`src/rtl/ip_codma_fifo_pkg.sv`:
```
// Shared types for the codma FIFO slice: FIFO entry layouts, bus encodings
// and small decode helpers used by the bus-side master.
package ip_codma_fifo_pkg;

  // Address-phase FIFO entry.
  typedef struct packed {
    logic        read;
    logic        write;
    logic [31:0] addr;
    logic [3:0]  size;
  } info_t;

  // Data storage FIFO entry.
  typedef struct packed {
    logic [63:0] data_reg;
  } data_info_t;

  typedef enum logic [1:0] {
    HTRANS_IDLE   = 2'b00,
    HTRANS_NONSEQ = 2'b10
  } htrans_e;

  typedef enum logic [1:0] {
    BUS_RUN,
    BUS_ERR1,
    BUS_ERR2,
    BUS_HALT
  } bus_state_e;

  // Entry size is log2(bytes); only 0..3 map onto the bus.
  function automatic logic [2:0] hsize_decode(input logic [3:0] size);
    return size[2:0];
  endfunction

  // An entry is issuable only with a supported size and exactly one direction.
  function automatic logic info_legal(input info_t info);
    return (info.size <= 4'd3) && (info.read != info.write);
  endfunction

endpackage

```
`src/rtl/ip_codma_ahb_master.sv`:
```
// Bus-side consumer of the codma FIFOs: pops address-phase entries and issues
// single NONSEQ transfers through a two-stage (address/data) pipeline. Write
// data comes from the data FIFO; read data is pushed back into it.
module ip_codma_ahb_master
  import ip_codma_fifo_pkg::*;
#(
  parameter int unsigned ADDR_W = 32,
  parameter int unsigned DATA_W = 64
) (
  input  logic              clk_i,
  input  logic              reset_n_i,
  input  logic              ap_valid_i,
  input  logic [37:0]       ap_info_i,
  output logic              ap_pop_o,
  input  logic              wd_valid_i,
  input  logic [DATA_W-1:0] wd_data_i,
  output logic              wd_pop_o,
  input  logic              rd_space_i,
  output logic              rd_push_o,
  output logic [DATA_W-1:0] rd_data_o,
  output logic [ADDR_W-1:0] haddr_o,
  output logic [1:0]        htrans_o,
  output logic              hwrite_o,
  output logic [2:0]        hsize_o,
  output logic [DATA_W-1:0] hwdata_o,
  input  logic              hready_i,
  input  logic              hresp_i,
  input  logic [DATA_W-1:0] hrdata_i,
  output logic              busy_o,
  output logic              err_o,
  input  logic              err_clr_i
);

  bus_state_e state_q, state_d;

  logic              a_valid_q, a_valid_d;
  logic              a_write_q, a_write_d;
  logic [ADDR_W-1:0] a_addr_q,  a_addr_d;
  logic [2:0]        a_size_q,  a_size_d;
  logic [DATA_W-1:0] a_wdata_q, a_wdata_d;

  logic              d_valid_q, d_valid_d;
  logic              d_write_q, d_write_d;
  logic [DATA_W-1:0] d_wdata_q, d_wdata_d;

  logic              rd_push_q, rd_push_d;
  logic [DATA_W-1:0] rd_data_q, rd_data_d;
  logic              err_q,     err_d;

  info_t ap_info;
  logic  entry_legal;
  logic  res_ok;
  logic  slot_free;
  logic  in_run;
  logic  issue;
  logic  drop;

  assign ap_info = ap_info_i;

  // Decide whether the FIFO head is issued, dropped as illegal, or waits.
  always_comb begin
    entry_legal = info_legal(ap_info);
    res_ok      = ap_info.write ? wd_valid_i : rd_space_i;
    slot_free   = !a_valid_q || hready_i;
    in_run      = (state_q == BUS_RUN);
    issue       = in_run && ap_valid_i && slot_free && entry_legal && res_ok;
    drop        = in_run && ap_valid_i && !entry_legal;
  end

  // Pop strobes and busy are combinational from live inputs, so they are
  // masked by reset to keep every output low while reset is asserted.
  assign ap_pop_o  = reset_n_i && (issue || drop);
  assign wd_pop_o  = reset_n_i && issue && ap_info.write;
  assign busy_o    = reset_n_i && (a_valid_q || d_valid_q || (ap_valid_i && in_run));

  assign htrans_o  = (a_valid_q && state_q != BUS_ERR1) ? HTRANS_NONSEQ : HTRANS_IDLE;
  assign haddr_o   = a_addr_q;
  assign hwrite_o  = a_write_q;
  assign hsize_o   = a_size_q;
  assign hwdata_o  = d_wdata_q;
  assign rd_push_o = rd_push_q;
  assign rd_data_o = rd_data_q;
  assign err_o     = err_q;

  // Address/data pipeline movement, error cancellation and read capture.
  always_comb begin
    a_valid_d = a_valid_q;
    a_write_d = a_write_q;
    a_addr_d  = a_addr_q;
    a_size_d  = a_size_q;
    a_wdata_d = a_wdata_q;
    d_valid_d = d_valid_q;
    d_write_d = d_write_q;
    d_wdata_d = d_wdata_q;

    if (state_q == BUS_ERR1) begin
      // Pending address phase is abandoned; the errored data phase drops on completion.
      a_valid_d = 1'b0;
      if (hready_i) begin
        d_valid_d = 1'b0;
      end
    end else if (hready_i) begin
      d_valid_d = a_valid_q;
      a_valid_d = 1'b0;
      if (a_valid_q) begin
        d_write_d = a_write_q;
        if (a_write_q) begin
          d_wdata_d = a_wdata_q;
        end
      end
    end

    if (issue) begin
      a_valid_d = 1'b1;
      a_write_d = ap_info.write;
      a_addr_d  = ap_info.addr;
      a_size_d  = hsize_decode(ap_info.size);
      if (ap_info.write) begin
        a_wdata_d = wd_data_i;
      end
    end

    rd_push_d = d_valid_q && !d_write_q && hready_i && !hresp_i && (state_q != BUS_ERR1);
    rd_data_d = rd_push_d ? hrdata_i : rd_data_q;
  end

  // Error handling FSM and sticky error flag.
  always_comb begin
    state_d = state_q;
    err_d   = err_q;
    unique case (state_q)
      BUS_RUN: begin
        if (err_clr_i) begin
          err_d = 1'b0;
        end
        if (drop) begin
          err_d = 1'b1;
        end
        if (hresp_i && !hready_i) begin
          state_d = BUS_ERR1;
        end else if (drop) begin
          state_d = BUS_HALT;
        end
      end
      BUS_ERR1: begin
        if (hresp_i && hready_i) begin
          state_d = BUS_ERR2;
          err_d   = 1'b1;
        end
      end
      BUS_ERR2: begin
        state_d = BUS_HALT;
      end
      BUS_HALT: begin
        if (err_clr_i) begin
          state_d = BUS_RUN;
          err_d   = 1'b0;
        end
      end
      default: begin
        state_d = BUS_RUN;
      end
    endcase
  end

  // State registers with asynchronous clear.
  always_ff @(posedge clk_i or negedge reset_n_i) begin
    if (!reset_n_i) begin
      state_q   <= BUS_RUN;
      a_valid_q <= 1'b0;
      a_write_q <= 1'b0;
      a_addr_q  <= '0;
      a_size_q  <= '0;
      a_wdata_q <= '0;
      d_valid_q <= 1'b0;
      d_write_q <= 1'b0;
      d_wdata_q <= '0;
      rd_push_q <= 1'b0;
      rd_data_q <= '0;
      err_q     <= 1'b0;
    end else begin
      state_q   <= state_d;
      a_valid_q <= a_valid_d;
      a_write_q <= a_write_d;
      a_addr_q  <= a_addr_d;
      a_size_q  <= a_size_d;
      a_wdata_q <= a_wdata_d;
      d_valid_q <= d_valid_d;
      d_write_q <= d_write_d;
      d_wdata_q <= d_wdata_d;
      rd_push_q <= rd_push_d;
      rd_data_q <= rd_data_d;
      err_q     <= err_d;
    end
  end

endmodule

```
`config.mk`:
```
export PLATFORM = sky130hd
export DESIGN_NAME = ip_codma_ahb_master
export DESIGN_NICKNAME = d
export VERILOG_FILES = /design/src/rtl/ip_codma_fifo_pkg.sv /design/src/rtl/ip_codma_ahb_master.sv
export SDC_FILE = /design/constraint.sdc
export NUM_CORES = 1
export LEC_CHECK = 0
export ABC_AREA = 1
export BUFFER_PORTS_ARGS = -buffer_cell sky130_fd_sc_hd__buf_2
export CAP_MARGIN = 20
export CORE_MARGIN = 4
export CORE_UTILIZATION = 49
export CTS_CLUSTER_DIAMETER = 150
export DETAILED_ROUTE_END_ITERATION = 12
export GPL_TIMING_DRIVEN = 0
export PLACE_DENSITY = 0.76
export SYNTH_ARGS = -nofsm -noshare
export SYNTH_HDL_FRONTEND = slang
export SYNTH_SLANG_ARGS = --single-unit
```
`constraint.sdc`:
```
create_clock -name clk_i -period 2.2 [get_ports clk_i]
set_input_delay 0.44 -clock clk_i [delete_from_list [all_inputs] [get_ports clk_i]]
set_output_delay 0.44 -clock clk_i [all_outputs]
set_load 0.02 [all_outputs]
```
**Word level (Yosys, flattened, before mapping)**

Index checks and enable logic that the tools add are counted.

- Bits in registers: 235
- Input bits: 174
- Output and inout port bits: 171

- Magnitude comparators: 1
- Equality and inequality tests: 8
- Mux-type cells: 16
- Bitwise logic cells: 1
- Reductions and logical operators: 34

Operators with widths:

| cell | count |
|---|---|
| 1-bit logical AND | 17 |
| 2-bit 2-to-1 mux | 5 |
| 1-bit 2-to-1 mux | 9 |
| 2-bit case mux with 4 select lines | 1 |
| 3-bit AND reduction | 2 |
| 3-bit nonzero test | 2 |
| 1-bit zero test | 5 |
| 2-bit equality test (second input constant) | 2 |
| 4-bit by 2-bit less-or-equal comparator with 1-bit output (second input constant) | 1 |
| 1-bit logical OR | 4 |
| 2-bit by 1-bit != test with 1-bit output (second input constant) | 2 |
| 2-bit AND reduction | 2 |
| 4-bit AND reduction | 1 |
| 3-bit by 1-bit != test with 1-bit output (second input constant) | 1 |
| 1-bit case mux with 3 select lines | 1 |
| 2-bit by 1-bit equality test with 1-bit output (second input constant) | 1 |
| 2-bit zero test | 1 |
| 2-bit != test (second input constant) | 1 |
| 1-bit != test | 1 |
| 1-bit NOT | 1 |

**Longest topological paths before layout**

- Word-level depth: 7
- Depth in mapped cells: 11
- Depth with buffers taken out: 10

**Worst setup path after synthesis**

Ideal clock, no wire load.

- Path type: register to output
- Start: register state_q[0]
- End: output ap_pop_o
- Data arrival time: 1.674 ns
- Required time: 1.760 ns
- Setup slack: 0.086 ns
- Cell stages (with the launch flop): 11
- Path buffers: 2
- Path through: dfrtp_1 inv_1 ha_1 nand2_1 inv_1 nand2_1 nor2_1 nand2_1 buf_4 buf_6 a21oi_1

- Longest elaborated chain between the ends: 7
- Elaborated cells between the ends (all ways): 8
- Classes of those cells: reduce/logical: 8

Ends and longest elaborated chain:

| what | RTL line | RTL |
|---|---|---|
| start, declared | ip_codma_ahb_master.sv:34 | `bus_state_e state_q, state_d;` |
| start signal, assigned | ip_codma_ahb_master.sv:182 | `state_q <= state_d;` |
| 2-bit zero test * | ip_codma_ahb_master.sv:65 | `in_run = (state_q == BUS_RUN);` |
| 1-bit logical AND * | ip_codma_ahb_master.sv:66, ip_codma_ahb_master.sv:67 |  |
| 1-bit logical AND (3 in a row) | ip_codma_ahb_master.sv:66 | `issue = in_run && ap_valid_i && slot_free && entry_legal && res_ok;` |
| 1-bit logical OR * | ip_codma_ahb_master.sv:72 | `assign ap_pop_o = reset_n_i && (issue \|\| drop);` |
| 1-bit logical AND * | ip_codma_ahb_master.sv:72 |  |
| end, declared | ip_codma_ahb_master.sv:14 | `output logic ap_pop_o,` |

Every way passes the cells marked *; elsewhere a longest branch is shown, timed or not.

**Final worst setup path**

- Start: register state_q[0]
- End: output wd_pop_o

- Longest elaborated chain between the ends: 7

Ends and longest elaborated chain:

| what | RTL line | RTL |
|---|---|---|
| 2-bit zero test | ip_codma_ahb_master.sv:65 |  |
| 1-bit logical AND (4 in a row) | ip_codma_ahb_master.sv:66 |  |
| 1-bit logical AND (2 in a row) | ip_codma_ahb_master.sv:73 | `assign wd_pop_o = reset_n_i && issue && ap_info.write;` |
| end, declared | ip_codma_ahb_master.sv:17 | `output logic wd_pop_o,` |

No other way between the ends.

==> results.ini <==
[outcome]
status=finished, violations left
violations=negative hold slack, negative setup slack

[timing]
setup_viol=3
relSlewSlack_pct=61.0
fmax_mhz=417
rsz0062_at_grt=yes
period_share_pct=109
fin_ws_ns=-0.196
setup_tns_ns=-0.461
slew_violations=0
finClkSkew_ns=0.0168
worst_slew_pin_slew_ns=0.585
whs_ns=-0.0581
layout_min_cycle_time_ns=2.40
hold_viol=32

[synth]
synth_top_family_by_area=simple AND/OR/NAND/NOR gates
synth_compound_area_share_pct=0.599
syn_inst=1059
syn_area_per_cell_um2=8.87
muxShareOfSynthArea_pct=0
seq_area_frac_synth_pct=62.6
synth-seq-cells=235
yosys_warnings=0
synthAdderAreaFrac_pct=0.533
syn_nets=1237
synth_xor_area_share_pct=0
synth_simple_gate_area_share_pct=31.2
yosys.cell_types.count=18
synthesis.area_um2=9390

[critical_path]
reg2reg_slack_ns=0.09
crit_start=state_q[0]
cp.arrival_ns=1.96
cpMaxStageDelayCell=dfrtp_1
r2r_start=state_q[0]
critPathKind=reg -> out
reg2regPathDepth=15
crit_path_max_fanout=3
worstPathRequired_ns=1.76
path_cells=inv_2 -> ha_4 -> nand2_4 -> inv_4 -> nand2_4 -> nor2_4 -> nand3_4 -> buf_8 -> nor2_4 -> buf_6
critical-path-max-stage-delay_ns=0.40
end_kind=primary output
reg2reg_to=a_wdata_q[58]
critPathLaunchType=flip-flop
endpoint=wd_pop_o

[routing]
drt_wl_total_um=27500
drc=0
drt_iter0_drc=510
routedWlPerCell_um=16.1
via_per_inst=5.04
vias=8595
dr.pass1.iters=7
ant_nets=0

[hold_path]
hp-class=in -> async

[placement]
routabilityCongestion=0.852
dpl_cell_area_um2=11500
dp_hpwl_um=19700
dp_cells=1638
port_buffers=343

[power]
ir_worst_vdd_uv=560
p_total_mw=12.7
total_leakage_power_nw=7.75
p_per_area_nw_per_um2=1010

[grt]
met1_usage_pct=30.1
grt_use_met3_pct=5.46
grt_use_total_pct=24.7
grtUsageMet2_pct=42.2
grt_max_degree=105
overflow=0
top_usage_layer=met2
grt_pass1_wl_um=43200
antenna_found_initial=5
grt_pass1_vias=8523

[layout]
layout_commonest_cell=nand2_1
fin_util_pct=67.4
layout.nets=1628
layout_common_cells=nand2_1 (568), buf_2 (371), dfrtp_1 (235), nand3_1 (68), nand4_1 (65)
syn_to_final_growth_pct=34.6
drive_gt1_share_pct=31.8
final_cell_area_um2=12600
instances_no_fill=1707

[clock_tree]
root_buffer=clkbuf_16
htreeDepth=1
cts_tree=done
cts.sinks=235
cts_buffers=25
path_clk_slew_ns=0.06
clk_latency_ns=0.52
clk_path_buf_depth=3

[job]
drv_cap=0

[floorplanning]
fp.dieW_um=146
boundaryPins=345
start_util_pct=50.1
die-area_um2=21500
core_area_um2=18800
rows=50
die_h_um=146

-- kinds of logic after synthesis --
family / count (synthesis)
AO/OA/AOI/OAI: 11
adder cells (fa/ha/maj): 4
buffers and inverters: 94
flip-flops: 235
other: 1
AND/OR/NAND/NOR: 714
-- metrics by stage --
stage                     hold slack [ns]  setup slack [ns]
after global routing               0.0128            -0.261
after floorplan                     0.144            0.0863
after detailed placement            0.408            -0.141
after global placement              0.449             -4.03
after CTS                         0.00464            -0.124
final                             -0.0581            -0.196
-- registers in the layout, summed over array words and instances (netlist names), 2 cells and up --
signal / count
hsize_o: 3
haddr_o: 32
a_wdata_q: 64
rd_data_o: 64
state_q: 2
hwdata_o: 64
-- what timing repair did --
action / 4_1_cts / 5_1_grt
pin swaps: 4 / 5
hold buffers: 2 / 0
setup buffers: 14 / 5
endpoints found under the hold margin: 56 / 0
gates resized for setup: 28 / 14
endpoints found under the setup margin: 3 / 70
gates cloned: 0 / 2
-- synth_stat cells --
cell	count	area share [%]
a21oi_1	5	0.27
a31oi_1	1	0.067
buf_1	3	0.12
buf_2	32	1.7
buf_4	11	0.88
buf_6	5	0.60
clkbuf_1	21	0.84
conb_1	1	0.040
dfrtp_1	235	63
ha_1	4	0.53
inv_1	20	0.80
inv_2	2	0.080
nand2_1	573	23
nand3_1	69	3.7
nand4_1	65	4.3
nor2_1	6	0.24
o21ai_0	5	0.27
or2_2	1	0.067
-- report_power, final --
part           leakage (nW)  total, mW  internal, mW  switching (mW)
logic                  4.15       2.95          1.06            1.88
clock network         0.402       4.17          2.50            1.67
registers              3.20       5.63          5.18           0.458
total                  7.75       12.7          8.74            4.01
-- how the worst min path moves through the flow --
stage / endpoint / slack (ns) / cells past startpoint
final: a_wdata_q[20] / -0.06 / 2
after global routing: a_wdata_q[17] / 0.01 / 2
after CTS: a_wdata_q[20] / 0.005 / 2
after detailed placement: hwdata_o[15] / 0.41 / 1
after global placement: hwdata_o[4] / 0.45 / 2
after floorplan: a_valid_q / 0.14 / 0
-- metal layers --
layer,up-vias,wire length [µm]
met4,2,1110
li1,4145,-
met3,78,2050
met5,-,7
met1,4043,10900
met2,327,13400
-- final cells by class --
class                      instances  area (µm²)
antenna                            4        10.0
buffer                            70         403
clock buffer                      43         773
clock inverter                     3        50.0
fill                            1532        6120
inverter                          22        85.1
multi-input combinational        730        3130
sequential                       235        5880
tap                              234         293
timing repair buffer             366        2020
-- worst max-delay path, delay by kind of cell, from the launching register on --
family,cells,cell delay (ns)
flip-flops,1,0.40
buffers and inverters,4,0.42
adder cells (fa/ha/maj),1,0.15
AND/OR/NAND/NOR,5,0.47
Power figures use the tool's default switching activity.
